### config.mk
export PLATFORM = sky130hd
export DESIGN_NAME = azadi_spi_target
export DESIGN_NICKNAME = d
export VERILOG_FILES = /design/src/rtl/azadi_spi_pkg.sv /design/src/rtl/azadi_spi_sync.sv /design/src/rtl/azadi_spi_target.sv
export SDC_FILE = /design/constraint.sdc
export NUM_CORES = 1
export LEC_CHECK = 0
export CORE_ASPECT_RATIO = 2
export CORE_MARGIN = 1
export CORE_UTILIZATION = 50
export DETAILED_ROUTE_END_ITERATION = 6
export PLACE_DENSITY = 0.71
export SLEW_MARGIN = 20
export SYNTH_ARGS = -nofsm -noshare
export SYNTH_HDL_FRONTEND = slang
export SYNTH_HIERARCHICAL = 1
export SYNTH_SLANG_ARGS = --single-unit
### constraint.sdc
create_clock -name clk_i -period 1.9 [get_ports clk_i]
set_input_delay 0.38 -clock clk_i [delete_from_list [all_inputs] [get_ports clk_i]]
set_output_delay 0.38 -clock clk_i [all_outputs]
set_load 0.02 [all_outputs]
### src/rtl/azadi_spi_pkg.sv
// Shared types and constants for the azadi SPI target endpoint.
package azadi_spi_pkg;

  typedef enum logic [1:0] {
    StIdle  = 2'd0,
    StLoad  = 2'd1,
    StShift = 2'd2
  } spi_tgt_state_e;

  // Word sent on MISO when the master clocks a word with nothing queued.
  localparam int unsigned SpiMaxWidth = 32;
  localparam logic [SpiMaxWidth-1:0] SpiIdleFill = '1;

endpackage

### src/rtl/azadi_spi_sync.sv
// Multi-stage synchronizer for one asynchronous SPI pin with edge strobes.
module azadi_spi_sync #(
  parameter int unsigned SyncStages = 2,
  parameter logic        ResetVal   = 1'b0
) (
  input  logic clk_i,
  input  logic rst_ni,
  input  logic d_i,
  output logic q_o,
  output logic rise_o,
  output logic fall_o
);

  logic [SyncStages-1:0] sync_q;
  logic                  prev_q;
  logic [SyncStages:0]   primed_q;
  logic                  primed;

  always_ff @(posedge clk_i) begin
    if (!rst_ni) begin
      sync_q   <= {SyncStages{ResetVal}};
      prev_q   <= ResetVal;
      primed_q <= '0;
    end else begin
      sync_q   <= {sync_q[SyncStages-2:0], d_i};
      prev_q   <= sync_q[SyncStages-1];
      primed_q <= {primed_q[SyncStages-1:0], 1'b1};
    end
  end

  // Edges stay masked until the chain holds real pin samples, so a pin that
  // differs from ResetVal when reset releases is not reported as an edge.
  assign primed = primed_q[SyncStages];
  assign q_o    = sync_q[SyncStages-1];
  assign rise_o = primed & q_o & ~prev_q;
  assign fall_o = primed & ~q_o & prev_q;

endmodule

### src/rtl/azadi_spi_target.sv
// SPI mode-0 target: oversampled pins, byte stream out with a pulse, and a
// one-entry transmit holding register in front of the MISO shifter.
module azadi_spi_target
  import azadi_spi_pkg::*;
#(
  parameter int unsigned DataWidth  = 8,
  parameter int unsigned SyncStages = 2
) (
  input  logic                 clk_i,
  input  logic                 rst_ni,
  input  logic                 sclk_i,
  input  logic                 ss_ni,
  input  logic                 sd_i,
  output logic                 sd_o,
  output logic                 sd_oe,
  output logic [DataWidth-1:0] rx_data_o,
  output logic                 rx_valid_o,
  input  logic [DataWidth-1:0] tx_data_i,
  input  logic                 tx_valid_i,
  output logic                 tx_ready_o,
  output logic                 tx_underrun_o,
  output logic                 frame_end_o
);

  localparam int unsigned CntW = (DataWidth > 1) ? $clog2(DataWidth) : 1;
  localparam logic [CntW-1:0] LastBit = CntW'(DataWidth - 1);
  localparam logic [DataWidth-1:0] IdleWord = SpiIdleFill[DataWidth-1:0];

  logic sclk_rise, sclk_fall, ss_rise, ss_fall, sd_sync;
  logic unused_sclk_lvl, unused_ss_lvl, unused_sd_rise, unused_sd_fall;

  azadi_spi_sync #(.SyncStages(SyncStages), .ResetVal(1'b0)) u_sync_sclk (
    .clk_i  (clk_i),
    .rst_ni (rst_ni),
    .d_i    (sclk_i),
    .q_o    (unused_sclk_lvl),
    .rise_o (sclk_rise),
    .fall_o (sclk_fall)
  );

  azadi_spi_sync #(.SyncStages(SyncStages), .ResetVal(1'b1)) u_sync_ss (
    .clk_i  (clk_i),
    .rst_ni (rst_ni),
    .d_i    (ss_ni),
    .q_o    (unused_ss_lvl),
    .rise_o (ss_rise),
    .fall_o (ss_fall)
  );

  azadi_spi_sync #(.SyncStages(SyncStages), .ResetVal(1'b0)) u_sync_sd (
    .clk_i  (clk_i),
    .rst_ni (rst_ni),
    .d_i    (sd_i),
    .q_o    (sd_sync),
    .rise_o (unused_sd_rise),
    .fall_o (unused_sd_fall)
  );

  spi_tgt_state_e      state_q, state_d;
  logic [CntW-1:0]      bit_cnt_q, bit_cnt_d;
  logic [DataWidth-1:0] rx_shift_q, rx_shift_d;
  logic [DataWidth-1:0] tx_shift_q, tx_shift_d;
  logic [DataWidth-1:0] rx_data_q, rx_data_d;
  logic [DataWidth-1:0] hold_q, hold_d;
  logic                 hold_full_q, hold_full_d;
  logic                 reload_q, reload_d;
  logic                 word_done_q, word_done_d;
  logic                 rx_valid_q, rx_valid_d;
  logic                 underrun_q, underrun_d;
  logic                 frame_end_q, frame_end_d;
  logic                 sd_oe_q, sd_oe_d;
  logic                 consume, tx_write;

  always_ff @(posedge clk_i) begin
    if (!rst_ni) begin
      state_q     <= StIdle;
      bit_cnt_q   <= '0;
      rx_shift_q  <= '0;
      tx_shift_q  <= IdleWord;
      rx_data_q   <= '0;
      hold_q      <= '0;
      hold_full_q <= 1'b0;
      reload_q    <= 1'b0;
      word_done_q <= 1'b0;
      rx_valid_q  <= 1'b0;
      underrun_q  <= 1'b0;
      frame_end_q <= 1'b0;
      sd_oe_q     <= 1'b0;
    end else begin
      state_q     <= state_d;
      bit_cnt_q   <= bit_cnt_d;
      rx_shift_q  <= rx_shift_d;
      tx_shift_q  <= tx_shift_d;
      rx_data_q   <= rx_data_d;
      hold_q      <= hold_d;
      hold_full_q <= hold_full_d;
      reload_q    <= reload_d;
      word_done_q <= word_done_d;
      rx_valid_q  <= rx_valid_d;
      underrun_q  <= underrun_d;
      frame_end_q <= frame_end_d;
      sd_oe_q     <= sd_oe_d;
    end
  end

  always_comb begin
    state_d     = state_q;
    bit_cnt_d   = bit_cnt_q;
    rx_shift_d  = rx_shift_q;
    tx_shift_d  = tx_shift_q;
    rx_data_d   = rx_data_q;
    reload_d    = reload_q;
    word_done_d = 1'b0;
    rx_valid_d  = 1'b0;
    underrun_d  = 1'b0;
    frame_end_d = 1'b0;
    sd_oe_d     = sd_oe_q;
    consume     = 1'b0;

    // A completed word is published one cycle after its last bit lands.
    if (word_done_q) begin
      rx_data_d  = rx_shift_q;
      rx_valid_d = 1'b1;
    end

    case (state_q)
      StIdle: begin
        sd_oe_d    = 1'b0;
        bit_cnt_d  = '0;
        rx_shift_d = '0;
        tx_shift_d = IdleWord;
        reload_d   = 1'b0;
        if (ss_fall) state_d = StLoad;
      end
      StLoad: begin
        consume = 1'b1;
        sd_oe_d = 1'b1;
        state_d = StShift;
      end
      StShift: begin
        // Deselect takes priority over any sclk edge seen in the same cycle.
        if (ss_rise) begin
          state_d     = StIdle;
          sd_oe_d     = 1'b0;
          frame_end_d = 1'b1;
          bit_cnt_d   = '0;
          rx_shift_d  = '0;
          tx_shift_d  = IdleWord;
          reload_d    = 1'b0;
        end else begin
          if (sclk_rise) begin
            rx_shift_d = {rx_shift_q[DataWidth-2:0], sd_sync};
            if (bit_cnt_q == LastBit) begin
              bit_cnt_d   = '0;
              reload_d    = 1'b1;
              word_done_d = 1'b1;
            end else begin
              bit_cnt_d = bit_cnt_q + 1'b1;
            end
          end
          if (sclk_fall) begin
            if (reload_q) begin
              consume  = 1'b1;
              reload_d = 1'b0;
            end else begin
              tx_shift_d = {tx_shift_q[DataWidth-2:0], 1'b1};
            end
          end
        end
      end
      default: state_d = StIdle;
    endcase

    // The consume looks at the holding register as it was before this cycle,
    // so a same-cycle write still counts as an underrun.
    if (consume) begin
      if (hold_full_q) begin
        tx_shift_d = hold_q;
      end else begin
        tx_shift_d = IdleWord;
        underrun_d = 1'b1;
      end
    end
  end

  assign tx_write    = tx_valid_i & ~hold_full_q;
  assign hold_full_d = (hold_full_q & ~consume) | tx_write;
  assign hold_d      = tx_write ? tx_data_i : hold_q;

  assign sd_o          = tx_shift_q[DataWidth-1];
  assign sd_oe         = sd_oe_q;
  assign rx_data_o     = rx_data_q;
  assign rx_valid_o    = rx_valid_q;
  assign tx_ready_o    = ~hold_full_q;
  assign tx_underrun_o = underrun_q;
  assign frame_end_o   = frame_end_q;

endmodule

==> results of run 1 <==
cells in the final DEF, fill, tap and decap left out, types with 3 or more instances in the layout:
| master | count |
|---|---|
| dfxtp_1 | 58 |
| clkdlybuf4s50_1 | 27 |
| nor2b_1 | 19 |
| nand2_1 | 19 |
| mux2i_1 | 16 |
| clkbuf_8 | 11 |
| buf_4 | 11 |
| a21boi_0 | 10 |
| nand4b_1 | 9 |
| and2_1 | 9 |
| o221ai_1 | 8 |
| nand3_1 | 8 |
| ha_1 | 6 |
| inv_1 | 5 |
| nand2b_1 | 5 |
| and3b_1 | 4 |
| a21oi_1 | 3 |
| clkinv_2 | 3 |
routing by layer:
| metal | vias to the layer above | wire [um] | track usage | share of wire |
|---|---|---|---|---|
| met1 | 753 | 1669 | 0.1903 | 0.41 |
| met2 | 34 | 2071 | 0.3109 | 0.51 |
| met3 | 13 | 163 | 0.06604 | 0.040 |
| met4 | 0 | 125 | 0.1407 | 0.031 |
| met5 | - | 0 | 0 | 0 |
| li1 | 834 | - | - | - |
final cells by class:
type / count / share of cell area
Clock inverter: 3 / 0.005374
Timing Repair Buffer: 38 / 0.1263
Sequential cell: 58 / 0.4156
Inverter: 5 / 0.006717
Clock buffer: 12 / 0.05553
Tap cell: 54 / 0.02418
Multi-Input combinational cell: 140 / 0.3663
per-stage QoR:
step | hold slack (ns) | util | cell area [um^2] | worst slack (ns)
3_3_place_gp | 0.3887 | 0.6047 | 2624 | 0.2251
5_1_grt | 0.4316 | 0.6439 | 2794 | 0.02065
6_report | 0.4056 | 0.6439 | 2794 | 0.1525
2_1_floorplan | 0.3863 | - | 2255 | 0.2920
3_5_place_dp | 0.3968 | 0.6047 | 2624 | 0.1771
4_1_cts | 0.4110 | 0.6439 | 2794 | 0.1512
state kept, by name, indices dropped and copies added (netlist names), 2 cells and up:
name,cells
u_sync_ss/primed_q,3
u_sync_ss/sync_q,2
hold_q,8
u_sync_sclk/sync_q,2
u_sync_sclk/primed_q,3
rx_shift_q,8
tx_shift_q,8
state_q,2
rx_data_o,8
bit_cnt_q,3
u_sync_sd/sync_q,2
worst max-delay path by stage:
| stage | to | depth (start not counted) | start |
|---|---|---|---|
| 4_1_cts | tx_ready_o | 2 | hold_full_q$_SDFF_PN0_ |
| 3_5_place_dp | bit_cnt_q[1]$_SDFFE_PN0P_ | 6 | state_q[0]$_SDFFE_PN0P_ |
| 5_1_grt | bit_cnt_q[1]$_SDFFE_PN0P_ | 6 | state_q[0]$_SDFFE_PN0P_ |
| 6_report | bit_cnt_q[1]$_SDFFE_PN0P_ | 6 | state_q[0]$_SDFFE_PN0P_ |
| 2_1_floorplan | bit_cnt_q[1]$_SDFFE_PN0P_ | 7 | state_q[0]$_SDFFE_PN0P_ |
| 3_3_place_gp | bit_cnt_q[1]$_SDFFE_PN0P_ | 6 | state_q[0]$_SDFFE_PN0P_ |
power by group through the flow:
stage	sequential (mW)	combinational [mW]	clock (mW)
finish	1.25	0.100	0.968
global route	1.26	0.110	1.05
CTS	1.25	0.103	0.997
detailed placement	1.28	0.103	0
global placement	1.28	0.102	0
floorplan	1.28	0.0558	0
==> results.md, run 1 <==
- Slew Viols, Final: 0
- Startpoint types: register
- Vias in the first global route: 1,601
- Core area: roughly 4300 um^2
- ANT nets after route: 0
- Number of port buffers: 27
- First-pass DRT Iterations: 4
- Worst Tran Pin Value: 0.5006 ns
- Die Span Y: 96.97 um
- Crit path max-delay family: simple AND/OR/NAND/NOR gates
- Gr ovfl total: 0
- Io pins: 28
- Fin crit period: 1.747 ns
- WL/cell: 13.00 um
- Area grow syn2layout: 23.92%
- Crit path kind: reg -> reg
- Switching Share: 0.2108
- Placed Cells: 295
- Max IR drop VDD: 0.6964 mV
- WP data required: 2.16 ns
- Final Setup Violations: 0
- Post CTS Setup Buffer Count: 0
- Sequential share of power: 0.540
- Design Power: 2.322 mW
- Fin. Hold Viols: 0
- R2R setup slack: 0.15 ns
- Hold worst-path end: u_sync_ss/sync_q[1]$_SDFF_PN1_
- Initial antenna violation count: 0
- CP bufs+invs: 1
- Max Clk Rate: approximately 0.57 GHz
- Hold Crit Class: reg -> reg
- Crit. End Element: register
- Hold Path Stages: 1
- Filler-free cell count of the finished design: 310
- Reg area: 1161 um^2
- Die X-Extent: 49.49 um
- Layout cells sized above 1: 0.1133
- GRT Resource Usage Total: 0.1893
- First-pass GRT wire length: about 7000 um
- Outcome: finished clean
- Nets: 272
- Crit-path max cell delay: 0.48 ns
- # clock sinks: 58
- Vias: 1,634
- Ordered cell list for the critical path: inv_1 > ha_1 > nand2b_1 > o22ai_2 > or4b_1 > a21boi_1
- Slowest-stage cell, CP: or4b_1
- GPL Wtd Cong: 0.8251
- Diodes inserted: 0
- H-tree depth: 3
- Via/cell ratio: roughly 5.3
- FF-to-FF path depth: 6
- Reg-to-Reg Start: state_q[0]$_SDFFE_PN0P_
- Largest net degree at the start of global routing: 31
- Post-route setup TNS: 0 ns
- Clock Power Share: 0.417
- Row cnt: 34
- Total CTS buffers: 9
- CTS tree: yes
- Syn Inst Count: 214
- Initial Util: 0.5196
- Tcrit/Tclk final: 0.9197
- Initial DRC count: 22
- CP max FO: 6
- Unrepaired setup endpoints after global routing: no
- Multi-input gate area: 1023 um^2
- Pwr/cell area: 831.2 nW/um^2
- Synth warn: 6
- Net switching power: 0.4895 mW
- Drt total wl: 4029 um
- Worst endpoint data arrival time: 2.01 ns
- Syn Area/Cell: 10.54 um^2
- Logic pwr share: 0.043
- Residual DRC count: 0
- # fillers: 394
- Die area: 4798 um^2
- Hold path start: u_sync_ss/sync_q[0]$_SDFF_PN1_
- Crit Reg-Reg Endpoint: bit_cnt_q[1]$_SDFFE_PN0P_
- Syn Std Cell Area: 2255 um^2
- Post-Syn Nets: between 200 and 250
- CTS Root Cell: clkbuf_8
- Worst-path clk slew: 0.06 ns
- Layout Skew: 0.008110 ns
- Max Cap Viol: 0
- Internal: 1.833 mW
- Post-cts repair resize count: 0
- Clock Tree Buf Depth: 2
- CTS Hold Buffers Added: 0
- Worst slew margin: 0.6658
- Worst-skew pair later-pin latency: around 0.33 ns
- Detail Placement HPWL: between 2000 and 3000 um
- Leak pwr: between 1 and 1.5 nW
Power figures use the tool's default switching activity.
==> run 2: changes to the inputs <==
REMOVE_ABC_BUFFERS = 1   (was unset)
==> results.md, run 2 (synthesized netlist as in run 1, its figures left out) <==
- Most frequent cells in the layout: dfxtp_1, clkdlybuf4s50_1, nor2b_1, nand2_1, mux2i_1
- Reg-to-Reg Start: state_q[0]$_SDFFE_PN0P_
- Outcome: finished clean
- Io pins: 28
- Max IR drop VDD: 0.6700 mV
- CTS Root Cell: clkbuf_8
- Gr ovfl total: 0
- Vias: 1,672
- Crit. End Element: output pin
- Nets: 275
- Crit Reg-Reg Endpoint: tx_shift_q[2]$_SDFFE_PN1P_
- Filler-free cell count of the finished design: 314
- Max Clk Rate: 0.5759 GHz
- Residual DRC count: 0
- CTS Hold Buffers Added: 0
- First-pass DRT Iterations: 4
- Largest net degree at the start of global routing: 55
- Max Cap Viol: 0
- Commonest non-fill, non-tap cell in the layout: dfxtp_1
- Initial DRC count: 27
- Diodes inserted: 0
- CP bufs+invs: 2
- Multi-input gate area: 1030 um^2
- First-pass GRT wire length: 7431 um
- WL/cell: 13.81 um
- ANT nets after route: 0
- Placed Cells: about 300
- Tcrit/Tclk final: 0.9139
- Slew Viols, Final: 0
- Post-cts repair resize count: 0
- GRT Resource Usage Total: 0.2084
- Ordered cell list for the critical path: inv_1 > clkdlybuf4s50_1
- Layout cells sized above 1: 0.1385
- Hold worst-path end: u_sync_ss/sync_q[1]$_SDFF_PN1_
- Startpoint types: register
- R2R setup slack: 0.20 ns
- Worst-skew pair later-pin latency: around 0.34 ns
- Worst Tran Pin Value: 0.4806 ns
- Hold Crit Class: reg -> reg
- Initial Util: 0.5196
- Final core area utilization: 0.6690
- Drt total wl: ~4300 um
- Crit-path max cell delay: around 0.60 ns
- Detail Placement HPWL: 2934 um
- Reg area: 1161 um^2
- Final Setup Violations: 0
- Initial antenna violation count: 0
- # clock sinks: 58
- Crit path kind: reg -> out
- Number of port buffers: 27
- Fin crit period: 1.736 ns
- Via/cell ratio: 5.325
- FF-to-FF path depth: 6
- Area grow syn2layout: 28.75%
- Crit path max-delay family: buffers and inverters
- # fillers: 378
- H-tree depth: 3
- Pwr/cell area: just over 900 nW/um^2
- Fin. Hold Viols: 0
- Design Power: approximately 2.7 mW
- Post-route setup TNS: 0 ns
- Clock Tree Buf Depth: 2
- Post CTS Setup Buffer Count: 0
- Die X-Extent: 49.49 um
- Worst endpoint data arrival time: 1.36 ns
- Core area: 4339 um^2
- WP data required: 1.52 ns
- Hold Path Stages: 1
- Layout Skew: about 0.0073 ns
- CTS tree: yes
- Unrepaired setup endpoints after global routing: no
- Slowest-stage cell, CP: clkdlybuf4s50_1
- Die Span Y: 96.97 um
- Die area: 4798 um^2
- Leak pwr: 1.114 nW
- Row cnt: 34
- CP max FO: 4
- Worst slew margin: 0.6792
- GPL Wtd Cong: around 0.84
- Vias in the first global route: between 1,500 and 2,000
- Total CTS buffers: 9
- Hold path start: u_sync_ss/sync_q[0]$_SDFF_PN1_
- Worst-path clk slew: ~0.06 ns
## run 2: changes by cell type in the layout (fill, tap and decap cells not counted)
cell	before	now
o211a_1	2	1
o221ai_1	8	7
clkbuf_8	11	12
bufinv_16	0	2
o211a_2	0	1
clkinvlp_4	0	1
clkbuf_1	1	0
buf_12	0	1
buf_4	11	13
clkinv_2	3	1
o221ai_2	0	1
## run 2: layout make-up
| class | count | share of cell area |
|---|---|---|
| inverter | 5 | 0.006466 |
| timing repair buffer | 41 | 0.1336 |
| tap | 54 | 0.02328 |
| clock inverter | 4 | 0.02500 |
| clock buffer | 12 | 0.05690 |
| multi-input combinational | 140 | 0.3547 |
| sequential | 58 | 0.4000 |
## run 2: worst max path at each step
stage,start,end,slack (ns),cells past startpoint
after floorplan,state_q[0]$_SDFFE_PN0P_,bit_cnt_q[1]$_SDFFE_PN0P_,0.008,6
after global placement,state_q[0]$_SDFFE_PN0P_,tx_shift_q[0]$_SDFFE_PN1P_,0.26,6
after detailed placement,state_q[0]$_SDFFE_PN0P_,tx_shift_q[2]$_SDFFE_PN1P_,0.20,7
after CTS,hold_full_q$_SDFF_PN0_,tx_ready_o,0.14,2
after global routing,state_q[0]$_SDFFE_PN0P_,tx_shift_q[2]$_SDFFE_PN1P_,0.05,8
final,hold_full_q$_SDFF_PN0_,tx_ready_o,0.16,2
## run 2: through the flow
stage	cell area [um^2]	hold WS, ns	setup WS [ns]
floorplan	2203	0.3863	0.008000
CTS	2897	0.4138	0.1405
global placement	2659	0.3961	0.2593
detailed placement	2659	0.3973	0.2000
finish	2903	0.4074	0.1636
global route	2903	0.4415	0.05271
## run 2: metal layers
layer,share of wire,global-route usage,up-vias,wire (um)
met5,0,0,-,0
met4,0.030,0.1319,0,130
met3,0.030,0.07075,8,128
met2,0.52,0.3709,28,2274
met1,0.42,0.1943,798,1801
li1,-,-,838,-
## run 2: power by group
part           switching, mW  total (mW)  internal [mW]
Clock                  0.468        1.31          0.843
Sequential            0.0119        1.25           1.24
Combinational         0.0422       0.107         0.0646
==> patch, RTL diff (settings of run 1) <==
Change the parameter `DataWidth` from 8 to 16.
--- a/src/rtl/azadi_spi_target.sv
+++ b/src/rtl/azadi_spi_target.sv
@@ -5,3 +5,3 @@
 #(
-  parameter int unsigned DataWidth  = 8,
+  parameter int unsigned DataWidth  = 16,
   parameter int unsigned SyncStages = 2
Ports: changed (resized rx_data_o and tx_data_i); port bits go from 28 to 44. The function was not compared with the original's and may differ.
==> patch against run 1 <==
- via count increased by 54%
- routed wire length rose by 60%
- sequential power grew 57%
- count of clock-buffer cells in the layout up 1
- largest power group unchanged
- die area rose by 48%
- cell area increased by 50%
- power grew 61%
- highest routed layer unchanged
- core utilization is 0.56 points lower
- worst setup slack lost 0.046 ns
- sequential cell count up 33
- area after synthesis rose by 50%
==> patch: results (changes against run 1) <==
[status]
outcome = finished, final reports clean

[power_and_ir_drop]
peakVddDrop_v = 0.000698  ; +0.29%
p_int_mw = 3.00  ; +64%
p_leak_nw = 1.55  ; +45%

[clocking]
clock_tree.root_cell = clkbuf_16
numCtsBuffers = 9  ; unchanged

[place]
gp_congestion = 0.832  ; +0.82%
io_buffers = 43  ; +59%
dpl.hpwl_um = 4310  ; +59%

[sta]
fin_skew_ns = 0.00440  ; -0.00371 ns
worstMarginPinSlew_ns = 0.622  ; +0.122 ns

[logic_synthesis]
syn_nets = 357  ; +53%

[min_path]
hp-class = in -> reg

[drt]
dr.pass1.iters = 4  ; unchanged
avgViaCountPerCell = 5.40  ; +2.5%
routed_wl_um = 6450  ; +60%
drt_iter0_drc = 59  ; +170%

[cells_and_area]
nets = 400  ; +47%
drive_gt1_share_pct = 8.75  ; -2.6 points

[setup_path]
crit_slowest_cell = dfxtp_1
crit_fanout = 16  ; +10
cp.arrival_ns = 1.98  ; -0.03 ns
cpPeakStageDelay_ns = 0.35  ; -0.13 ns

[global_route]
globalRouteTotalUtil_pct = 20.2  ; +1.3 points
antenna_found_initial = 0  ; unchanged
grt_pass1_wl_um = 10700  ; +56%
grt_pass1_vias = 2450  ; +53%
grt_max_degree = 70  ; +130%

[patch: path summary, 6_finish.rpt]
| check | startpoint | to | slack (ns) | cells after the start |
|---|---|---|---|---|
| setup / recovery | state_q[1]$_SDFFE_PN0P_ | tx_shift_q[11]$_SDFFE_PN1P_ | 0.11 | 8 |
| hold / removal | rst_ni | bit_cnt_q[0]$_SDFFE_PN0P_ | 0.36 | 2 |
| setup reg to reg | state_q[1]$_SDFFE_PN0P_ | tx_shift_q[11]$_SDFFE_PN1P_ | 0.11 | 8 |
| hold reg to reg | u_sync_ss/sync_q[0]$_SDFF_PN1_ | u_sync_ss/sync_q[1]$_SDFF_PN1_ | 0.41 | 1 |
[patch: stage by stage]
stage                     area (sq um)  setup slack [ns]  cells  utilization, %  hold WS (ns)
after global routing              4190           0.00812    465            63.8         0.369
final                             4190             0.107    465            63.8         0.357
after floorplan                   3370             0.211    330               -         0.386
after global placement            3870           -0.0274    449            58.9         0.389
after CTS                         4160             0.103    464            63.4         0.352
after detailed placement          3870           -0.0828    449            58.9         0.398
[patch: what timing repair did]
item	CTS	global route
resized for setup	3	3
setup endpoints to repair	15	15
hold endpoints to repair	0	0
setup buffers	0	1
gates cloned	0	0
pin swaps	0	2
[patch: power by group through the flow]
stage | sequential [mW] | combinational [mW] | clock [mW]
after CTS | 1.96 | 0.138 | 1.66
after global routing | 1.96 | 0.152 | 1.75
final | 1.96 | 0.135 | 1.63
after detailed placement | 2.00 | 0.137 | 0
after global placement | 2.00 | 0.135 | 0
after floorplan | 2.00 | 0.0699 | 0
[patch: worst max-delay path: cells and delay by family (launching register included)]
| family | cells | cell delay (ns) |
|---|---|---|
| AND/OR/NAND/NOR | 1 | 0.10 |
| AO/OA/AOI/OAI | 3 | 0.64 |
| flip-flops | 1 | 0.35 |
| adder cells (fa/ha/maj) | 1 | 0.20 |
| buffers and inverters | 3 | 0.35 |
[patch: area by class of cell]
class	instances	area [sq um]
Tap cell	88	110
Fill cell	577	2380
Multi-Input combinational cell	213	1450
Inverter	6	22.5
Timing Repair Buffer	52	505
Sequential cell	91	1820
Clock buffer	13	270
Clock inverter	2	10.0
[patch: routing by layer]
metal / up-vias / share of wire, % / wire length, um / global-route usage (%)
li1: 1252 / - / - / -
met1: 1188 / 40 / 2600 / 22.4
met2: 58 / 53 / 3450 / 33.5
met3: 15 / 3.4 / 217 / 4.27
met4: 0 / 2.9 / 186 / 12.5
met5: - / 0 / 0 / 0
